**src/rtl/greater_than_bist_if.sv**
```systemverilog
// Bus between the greater-than BIST controller and the comparator harness:
// run control, comparator operands/result and the run status outputs.
`timescale 1ns/1ps

interface greater_than_bist_if #(
  parameter int unsigned WIDTH = 2
) ();

  logic                 start;
  logic                 dut_gt;
  logic [WIDTH-1:0]     a;
  logic [WIDTH-1:0]     b;
  logic                 busy;
  logic                 done;
  logic                 pass;
  logic [2*WIDTH:0]     err_count;
  logic                 fail_valid;
  logic [WIDTH-1:0]     fail_a;
  logic [WIDTH-1:0]     fail_b;

  // The BIST controller sits on the slave side.
  modport slave (
    input  start,
    input  dut_gt,
    output a,
    output b,
    output busy,
    output done,
    output pass,
    output err_count,
    output fail_valid,
    output fail_a,
    output fail_b
  );

  // Whoever launches runs and models the comparator under test.
  modport master (
    output start,
    output dut_gt,
    input  a,
    input  b,
    input  busy,
    input  done,
    input  pass,
    input  err_count,
    input  fail_valid,
    input  fail_a,
    input  fail_b
  );

endinterface

```
**src/rtl/greater_than_bist.sv**
```systemverilog
// Exhaustive BIST for a WIDTH-bit unsigned greater-than comparator: walks every
// {a,b} pair, holds each for SETTLE cycles, checks dut_gt and logs failures.
`timescale 1ns/1ps

module greater_than_bist #(
  parameter int unsigned WIDTH  = 2,
  parameter int unsigned SETTLE = 1
) (
  input  logic               clk,
  input  logic               reset_n,
  greater_than_bist_if.slave bus
);

  localparam int unsigned IDX_W = 2 * WIDTH;
  localparam int unsigned ERR_W = 2 * WIDTH + 1;
  localparam logic [3:0]  SETTLE_LAST = 4'(SETTLE - 1);

  localparam logic [IDX_W-1:0] IDX_ONE    = {{(IDX_W-1){1'b0}}, 1'b1};
  localparam logic [ERR_W-1:0] ERR_ONE    = {{(ERR_W-1){1'b0}}, 1'b1};
  localparam logic [3:0]       SETTLE_ONE = 4'd1;

  typedef enum logic [1:0] {
    IDLE  = 2'd0,
    APPLY = 2'd1,
    CHECK = 2'd2,
    DONE  = 2'd3
  } state_t;

  state_t           state_q, state_d;
  logic [IDX_W-1:0] idx_q, idx_d;
  logic [3:0]       settle_q, settle_d;
  logic [ERR_W-1:0] err_q, err_d;
  logic             fail_valid_q, fail_valid_d;
  logic [WIDTH-1:0] fail_a_q, fail_a_d;
  logic [WIDTH-1:0] fail_b_q, fail_b_d;

  logic [WIDTH-1:0] cur_a;
  logic [WIDTH-1:0] cur_b;
  logic             golden_gt;
  logic             mismatch;
  logic             last_vec;
  logic             settled;

  // idx is {a,b}, so a is the outer loop and b the inner loop.
  assign cur_a     = idx_q[IDX_W-1:WIDTH];
  assign cur_b     = idx_q[WIDTH-1:0];
  assign golden_gt = (cur_a > cur_b);
  assign mismatch  = (state_q == CHECK) && (bus.dut_gt != golden_gt);
  assign last_vec  = &idx_q;
  assign settled   = (settle_q == SETTLE_LAST);

  always_ff @(posedge clk or negedge reset_n) begin
    if (!reset_n) begin
      state_q      <= IDLE;
      idx_q        <= '0;
      settle_q     <= '0;
      err_q        <= '0;
      fail_valid_q <= 1'b0;
      fail_a_q     <= '0;
      fail_b_q     <= '0;
    end else begin
      state_q      <= state_d;
      idx_q        <= idx_d;
      settle_q     <= settle_d;
      err_q        <= err_d;
      fail_valid_q <= fail_valid_d;
      fail_a_q     <= fail_a_d;
      fail_b_q     <= fail_b_d;
    end
  end

  always_comb begin
    state_d      = state_q;
    idx_d        = idx_q;
    settle_d     = settle_q;
    err_d        = err_q;
    fail_valid_d = fail_valid_q;
    fail_a_d     = fail_a_q;
    fail_b_d     = fail_b_q;

    case (state_q)
      IDLE, DONE: begin
        // DONE keeps its results until a new run wipes them.
        if (bus.start) begin
          state_d      = APPLY;
          idx_d        = '0;
          settle_d     = '0;
          err_d        = '0;
          fail_valid_d = 1'b0;
          fail_a_d     = '0;
          fail_b_d     = '0;
        end
      end

      APPLY: begin
        if (settled) begin
          settle_d = '0;
          state_d  = CHECK;
        end else begin
          settle_d = settle_q + SETTLE_ONE;
        end
      end

      CHECK: begin
        if (mismatch) begin
          err_d = err_q + ERR_ONE;
          if (!fail_valid_q) begin
            fail_valid_d = 1'b1;
            fail_a_d     = cur_a;
            fail_b_d     = cur_b;
          end
        end
        // Last vector ends the run with idx parked at all-ones.
        if (last_vec) begin
          state_d = DONE;
        end else begin
          idx_d   = idx_q + IDX_ONE;
          state_d = APPLY;
        end
      end

      default: state_d = IDLE;
    endcase
  end

  assign bus.a          = (state_q == IDLE) ? '0 : cur_a;
  assign bus.b          = (state_q == IDLE) ? '0 : cur_b;
  assign bus.busy       = (state_q == APPLY) || (state_q == CHECK);
  assign bus.done       = (state_q == DONE);
  assign bus.pass       = (state_q == DONE) && (err_q == '0);
  assign bus.err_count  = err_q;
  assign bus.fail_valid = fail_valid_q;
  assign bus.fail_a     = fail_a_q;
  assign bus.fail_b     = fail_b_q;

endmodule

```
**src/flat_wrapper.sv**
```systemverilog
// flat-port wrapper written by rule: the top's interface ports become plain ports
module greater_than_bist_flat 
#(
  parameter int unsigned WIDTH  = 2,
  parameter int unsigned SETTLE = 1
)
  (clk, reset_n, bus_start, bus_dut_gt, bus_a, bus_b, bus_busy, bus_done, bus_pass, bus_err_count, bus_fail_valid, bus_fail_a, bus_fail_b);
  greater_than_bist_if #(.WIDTH(WIDTH)) bus_i ();
  input  logic clk;
  input  logic reset_n;
  input wire logic [$bits(bus_i.start)-1:0] bus_start;
  input wire logic [$bits(bus_i.dut_gt)-1:0] bus_dut_gt;
  output wire logic [$bits(bus_i.a)-1:0] bus_a;
  output wire logic [$bits(bus_i.b)-1:0] bus_b;
  output wire logic [$bits(bus_i.busy)-1:0] bus_busy;
  output wire logic [$bits(bus_i.done)-1:0] bus_done;
  output wire logic [$bits(bus_i.pass)-1:0] bus_pass;
  output wire logic [$bits(bus_i.err_count)-1:0] bus_err_count;
  output wire logic [$bits(bus_i.fail_valid)-1:0] bus_fail_valid;
  output wire logic [$bits(bus_i.fail_a)-1:0] bus_fail_a;
  output wire logic [$bits(bus_i.fail_b)-1:0] bus_fail_b;
  assign bus_i.start = bus_start;
  assign bus_i.dut_gt = bus_dut_gt;
  assign bus_a = bus_i.a;
  assign bus_b = bus_i.b;
  assign bus_busy = bus_i.busy;
  assign bus_done = bus_i.done;
  assign bus_pass = bus_i.pass;
  assign bus_err_count = bus_i.err_count;
  assign bus_fail_valid = bus_i.fail_valid;
  assign bus_fail_a = bus_i.fail_a;
  assign bus_fail_b = bus_i.fail_b;
  greater_than_bist #(.WIDTH(WIDTH), .SETTLE(SETTLE)) u_core (.clk(clk), .reset_n(reset_n), .bus(bus_i));
endmodule
```
**config.mk**
```make
export PLATFORM = sky130hd
export DESIGN_NAME = greater_than_bist_flat
export DESIGN_NICKNAME = d
export VERILOG_FILES = /design/src/rtl/greater_than_bist_if.sv /design/src/rtl/greater_than_bist.sv /design/src/flat_wrapper.sv
export SDC_FILE = /design/constraint.sdc
export NUM_CORES = 1
export LEC_CHECK = 0
export CELL_PAD_IN_SITES_DETAIL_PLACEMENT = 1
export CELL_PAD_IN_SITES_GLOBAL_PLACEMENT = 1
export CORE_UTILIZATION = 53
export CTS_BUF_LIST = sky130_fd_sc_hd__clkbuf_4
export CTS_CLUSTER_DIAMETER = 100
export DETAILED_ROUTE_END_ITERATION = 10
export DONT_BUFFER_PORTS = 1
export GPL_ROUTABILITY_DRIVEN = 0
export GPL_TIMING_DRIVEN = 0
export MAX_ROUTING_LAYER = met4
export PLACE_DENSITY_LB_ADDON = 0.1
export REMOVE_ABC_BUFFERS = 1
export SLEW_MARGIN = 20
export SYNTH_ARGS = -nofsm -noshare
export SYNTH_HDL_FRONTEND = slang
export SYNTH_SLANG_ARGS = --single-unit
export TNS_END_PERCENT = 5
```
**constraint.sdc**
```tcl
create_clock -name clk -period 6 [get_ports clk]
set_input_delay 0.6 -clock clk [delete_from_list [all_inputs] [get_ports clk]]
set_output_delay 0.6 -clock clk [all_outputs]
set_load 0.03 [all_outputs]
```
======== Word level (Yosys, flattened, before mapping) ========
Index checks and enable logic that the tools add are counted.
word-level totals
  register bits after elaboration ......... 20
  bits of input ports ..................... 4
  word-level logic and storage cells ...... 59
operators by class
  order comparisons ....................... 1
  reductions and logical operators ........ 15
  equality and inequality tests ........... 9
  mux-type cells .......................... 24
  add/subtract/negate cells ............... 3
operator list
  operator               number
  $mux W2                10
  $pmux W4 S2            2
  $mux W4                3
  $mux W5                2
  $pmux W5 S2            1
  $add A4 B1 Y4 const B  2
  $pmux W2 S2            2
  $reduce_and A4 Y1      2
  $ne A2 B2 Y1 const B   3
  $pmux W2 S3            1
  $reduce_and A3 Y1      2
  $add A5 B1 Y5 const B  1
  $logic_not A5 Y1       1
  $eq A2 B2 Y1 const B   2
  $logic_not A4 Y1       1
  $ne A2 B1 Y1 const B   2
  $reduce_and A2 Y1      2
  $reduce_bool A2 Y1     2
  $eq A2 B1 Y1 const B   1
  $gt A2 B2 Y1           1
  $logic_and A1 B1 Y1    2
  $logic_not A2 Y1       1
  $mux W1                2
  $pmux W1 S2            1
  other kinds (3)        3

======== Logic depth before layout (Yosys ltp) ========
  depth after elaboration ................. 5
  depth in mapped cells ................... 8
  depth with buffers taken out ............ 7

======== Least setup slack after synthesis ========
No wires, ideal clock.
  kind .................................... register to register
  start point ............................. reg u_core.state_q[0]
  end point ............................... reg u_core.fail_a_q[0], in the netlist u_core.bus.fail_a[0]
  buffers on the path ..................... 1
  data arrival time ....................... 1.940 ns
  cell stages (with the launch flop) ...... 8
  library setup time ...................... 0.122 ns
  slack ................................... 3.939 ns
  path through ............................ dfrtp_1 > inv_1 > ha_1 > buf_2 > nor2b_1 > a21oi_1 > or3_4 > a32o_1
on the way
  word-level cells in the longest chain between the ends .. 4
RTL lines
  item                                                     RTL line                                          RTL
  from (decl)                                              greater_than_bist.sv:29                           state_t state_q, state_d;
  from (signal assigned)                                   greater_than_bist.sv:62                           state_q <= state_d;
  $eq A2 B2 Y1, or another cell as far along               greater_than_bist.sv:81                           case (state_q)
  $reduce_or A2 Y1 or $logic_and A1 B1 Y1 (tied branches)  greater_than_bist.sv:81, greater_than_bist.sv:48
  $ne A2 B2 Y1 (no line), or another cell as far along     -
  $reduce_and A4 Y1 (no line)                              -
  to (signal assigned)                                     greater_than_bist.sv:67                           fail_a_q <= fail_a_d;
  to (decl)                                                greater_than_bist.sv:34                           logic [WIDTH-1:0] fail_a_q, fail_a_d;
Parallel ways exist; a longest one is shown, timed or not.
A chain may end at the register's enable or synchronous reset.

======== Final worst setup path ========
  start point ............................. reg u_core.state_q[0]
  end point ............................... reg u_core.idx_q[0]
on the way
  word-level cells in the longest chain between the ends .. 4
RTL lines
  item                                                          RTL line                 RTL
  $eq A2 B2 Y1 or $logic_not A2 Y1 (tied branches)              greater_than_bist.sv:81
  $reduce_or A2 Y1                                              greater_than_bist.sv:81
  $ne A2 B2 Y1 (no line) or $reduce_bool A2 Y1 (tied branches)  -
  $reduce_and A3 Y1 (no line)                                   -
  to (signal assigned)                                          greater_than_bist.sv:63  idx_q <= idx_d;
  to (decl)                                                     greater_than_bist.sv:30  logic [IDX_W-1:0] idx_q, idx_d;
Parallel ways exist; a longest one is shown, timed or not.

==> reports/results.env <==
FILLERINSTANCES=250
ANTENNA_DIODE_COUNT=0
CTS.CLK_SLEW.WORST_PATHS_PS=120
POWERDENSITY_nW_PER_UM2=449
WL_MET1_UM=1270
SETUP_REPAIR_AFTER_GLOBAL_ROUTING_MISSED_ITS_MARGIN='false'
CLKSINKCOUNT=20
LAYOUT-DRIVE-GT1-SHARE=0.0667
AREA_GROWTH_PCT=4.35
YOSYSSEQAREASHARE=0.395
SYNTHESIS.YOSYS.WARNINGS=0
CP.ARRIVAL_PS=2500
ROOT_BUFFER='sky130_fd_sc_hd__clkbuf_4'
SYNTHCELLS=134
HTREE_NUM_LEVELS=1
CORE-AREA_UM2=2230
VIA_COUNT=1041
FIRST_GLOBAL_VIAS=1080
GRT_START_MAX_NET_PINS=21
PERIOD_NEEDED_PS=2310
OUTCOME='completed'
YS_SEQ_ELEMENTS=20
YOSYS-TOP-CELLS-AREA='sky130_fd_sc_hd__dfrtp_1 (40%), sky130_fd_sc_hd__ha_1 (12%), sky130_fd_sc_hd__a32o_1 (4.7%)'
START_UTIL=0.567
STD_CELL_ROWS=17
SLEW_HEADROOM=0.382
GLOBAL_ROUTE.OVERFLOW_TOTAL=0
DETAILROUTE.WIRELENGTH.MET3_UM=90
LAYOUT.CELL_AREA.NON_FILLER_UM2=1320
DIEHEIGHT_UM=50.9
ANTENNA_LEFT=0
END_KIND='flip-flop'
LEAKAGEPOWER_nW=0.591
GLOBAL_ROUTE_WIRE_LENGTH_BEFORE_REPAIR_UM=5060
WL_PER_CELL_UM=17.7
REPORT.POWER.TOTAL_uW=593
LARGEST_VDD_SUPPLY_DROP_uV=287
CTS.REPAIR_TIMING.SETUP_BUFFER_COUNT=0
PERIOD_SHARE=0.384
INITIALDRTVIOLATIONCOUNT=20
TOTAL_DIE_AREA_UM2=2590
MULTI_INPUT_COMB_AREA_UM2=716
VIAS_PER_CELL=6.39
CRIT_FANOUT=10
DP_HPWL_UM=2170
CRITICAL_PATH_REQUIRED_PS=6190
SYNTH_EDF_COUNT=0
CHIPWIDTH_UM=50.9
TIMING_WORST_SLEW_PIN_VALUE_PS=924
SYNTH_ASYNC_SR_FLOP_SHARE=1.00
ACHIEVABLE-FREQUENCY_MHz=433
HIGHEST_LAYER='met4'
CLK_PATH_BUF_DEPTH=2
POSTSYNTHAREAPERCELL_UM2=9.45
SYNTH_TOP_CELL_AREA_SHARE=0.395
FINAL_MAX_SLEW_VIOLATION_COUNT=0
REPORT.FINAL.SETUP_VIOL=0
PORTBUFFERS=0
SYNTH_TOP_CELLS_BY_COUNT='sky130_fd_sc_hd__dfrtp_1 (20), sky130_fd_sc_hd__nand2_1 (14), sky130_fd_sc_hd__ha_1 (12), sky130_fd_sc_hd__nor2_1 (12)'
SKEW_PS=3.90
MET2_LENGTH_UM=1420
IOS=21
HOLD_VIOLATIONS=0
SYN_AREA_UM2=1270
SYNTH_TOP_AREA_CELL='sky130_fd_sc_hd__dfrtp_1'
SETUP_TNS_PS=0
REG2REG_FROM='u_core.state_q[0]$_DFFE_PN0P_'
SYNTH.MOST_COMMON_CELL='sky130_fd_sc_hd__dfrtp_1'
PLACEMENT.CELL_AREA_UM2=1280
TRITONCTS='yes'
REMAINING_DESIGN_RULE_VIOLATION_COUNT=0
STARTPOINT_CLASS='flip-flop'
NETLIST-CELL-TYPE-COUNT=34
STARTPOINT='u_core.state_q[0]$_DFFE_PN0P_'
TIMING.HOLD.WORST.START='bus_start'
TIMING.MAX_CAP.VIOLATIONS=0
TOTALWIRELENGTH_UM=2880
HOLD_CLASS='primary input to flip-flop'
GRT_UTIL_ALL_LAYERS=0.274
SYNTH-MAIN-FF-CELL='sky130_fd_sc_hd__dfrtp_1'
GRT_ANTENNA_BEFORE_REPAIR=0
REGISTER_AREA_UM2=500
CRITICALPATHCATEGORY='flip-flop to flip-flop'
WORSTSKEWPAIRLATENCY_PS=310
DRTPASS1ITERATIONS=4
FINISH.NET_COUNT=152
TRITONCTS.NUM_BUFFERS=3
==> repair_timing <==
action                    4_1_cts  5_1_grt
resized for setup               0        0
hold buffers                    1        0
hold endpoints to repair       20        0
==> per-stage QoR <==
stage | instances | setup slack (ps) | utilization | hold WS [ps]
after global placement | 158 | 3780 | 0.575 | 305
after detailed placement | 158 | 3690 | 0.575 | 305
final | 163 | 3690 | 0.592 | 490
after floorplan | 130 | 3990 | - | 304
after CTS | 163 | 3680 | 0.592 | 488
after global routing | 163 | 3450 | 0.592 | 520
==> layer usage <==
| metal | vias to the layer above | track usage |
|---|---|---|
| met4 | 0 | 0.139 |
| met5 | - | - |
| met2 | 21 | 0.453 |
| met1 | 522 | 0.327 |
| li1 | 488 | - |
| met3 | 10 | 0.0387 |
==> sequential cells by signal (all words and copies together) (netlist names) <==
| name | cells |
|---|---|
| u_core.bus.err_count | 5 |
| u_core.idx_q | 4 |
| u_core.settle_q | 4 |
| u_core.bus.fail_a | 2 |
| u_core.bus.fail_b | 2 |
| u_core.state_q | 2 |
| u_core.bus.fail_valid | 1 |
==> cell usage in the layout, fill, tap and decap left out, types with 2 or more instances in the layout <==
master and instances:
sky130_fd_sc_hd__a21oi_1 9, sky130_fd_sc_hd__a32o_1 6, sky130_fd_sc_hd__a41oi_1 3, sky130_fd_sc_hd__clkbuf_4 3, sky130_fd_sc_hd__dfrtp_1 20, sky130_fd_sc_hd__ha_1 12
sky130_fd_sc_hd__inv_1 9, sky130_fd_sc_hd__mux2i_1 2, sky130_fd_sc_hd__nand2_1 14, sky130_fd_sc_hd__nand3_1 6, sky130_fd_sc_hd__nand4_1 3, sky130_fd_sc_hd__nor2_1 12
sky130_fd_sc_hd__nor2b_1 3, sky130_fd_sc_hd__nor3_1 6, sky130_fd_sc_hd__o21ai_0 5, sky130_fd_sc_hd__o21bai_1 2, sky130_fd_sc_hd__o22ai_1 2
==> power breakdown <==
part           switching [mW]  internal [mW]  leakage [nW]
sequential             0.0459          0.159         0.272
combinational           0.215          0.104         0.305
clock                  0.0446         0.0244        0.0154
total                   0.306          0.287         0.591
==> critical path, cell delays in order, from the launching register on <==
cell and delay (ps):
sky130_fd_sc_hd__dfrtp_1 430, sky130_fd_sc_hd__inv_1 100, sky130_fd_sc_hd__ha_1 630, sky130_fd_sc_hd__nor2_1 200, sky130_fd_sc_hd__a21oi_1 450, sky130_fd_sc_hd__nand2_1 190, sky130_fd_sc_hd__nand2_1 110, sky130_fd_sc_hd__o21ai_0 80
==> cells by family (layout without fill, tap and decap cells) <==
logic type | Yosys count | in the layout | share of synthesized area
simple gates | 52 | 52 | 0.213
compound gates | 33 | 33 | 0.189
flops | 20 | 20 | 0.395
buf+inv | 13 | 14 | 0.0395
fa+ha+maj | 12 | 12 | 0.119
xor+xnor | 2 | 2 | 0.0287
mux | 2 | 2 | 0.0158
==> cell type report <==
type | instances | area share
Tap cell | 28 | 0.0265
Clock inverter | 1 | 0.00284
Multi-Input combinational cell | 101 | 0.542
Inverter | 9 | 0.0256
Timing Repair Buffer | 1 | 0.00758
Sequential cell | 20 | 0.379
Clock buffer | 3 | 0.0170
==> worst paths after layout <==
check                      cells after the start                                  end  slack, ps
min                                            3    u_core.bus.fail_valid$_DFFE_PN0P_        490
min in group asynchronous                      1  u_core.bus.err_count[0]$_DFFE_PN0P_        850
max in group asynchronous                      1          u_core.idx_q[1]$_DFFE_PN0P_       4580
max                                            7          u_core.idx_q[0]$_DFFE_PN0P_       3690
min reg2reg                                    1       u_core.settle_q[2]$_DFFE_PN0P_        550
max reg2reg                                    7          u_core.idx_q[0]$_DFFE_PN0P_       3690
Note: power is estimated with default switching activity, not from simulation.
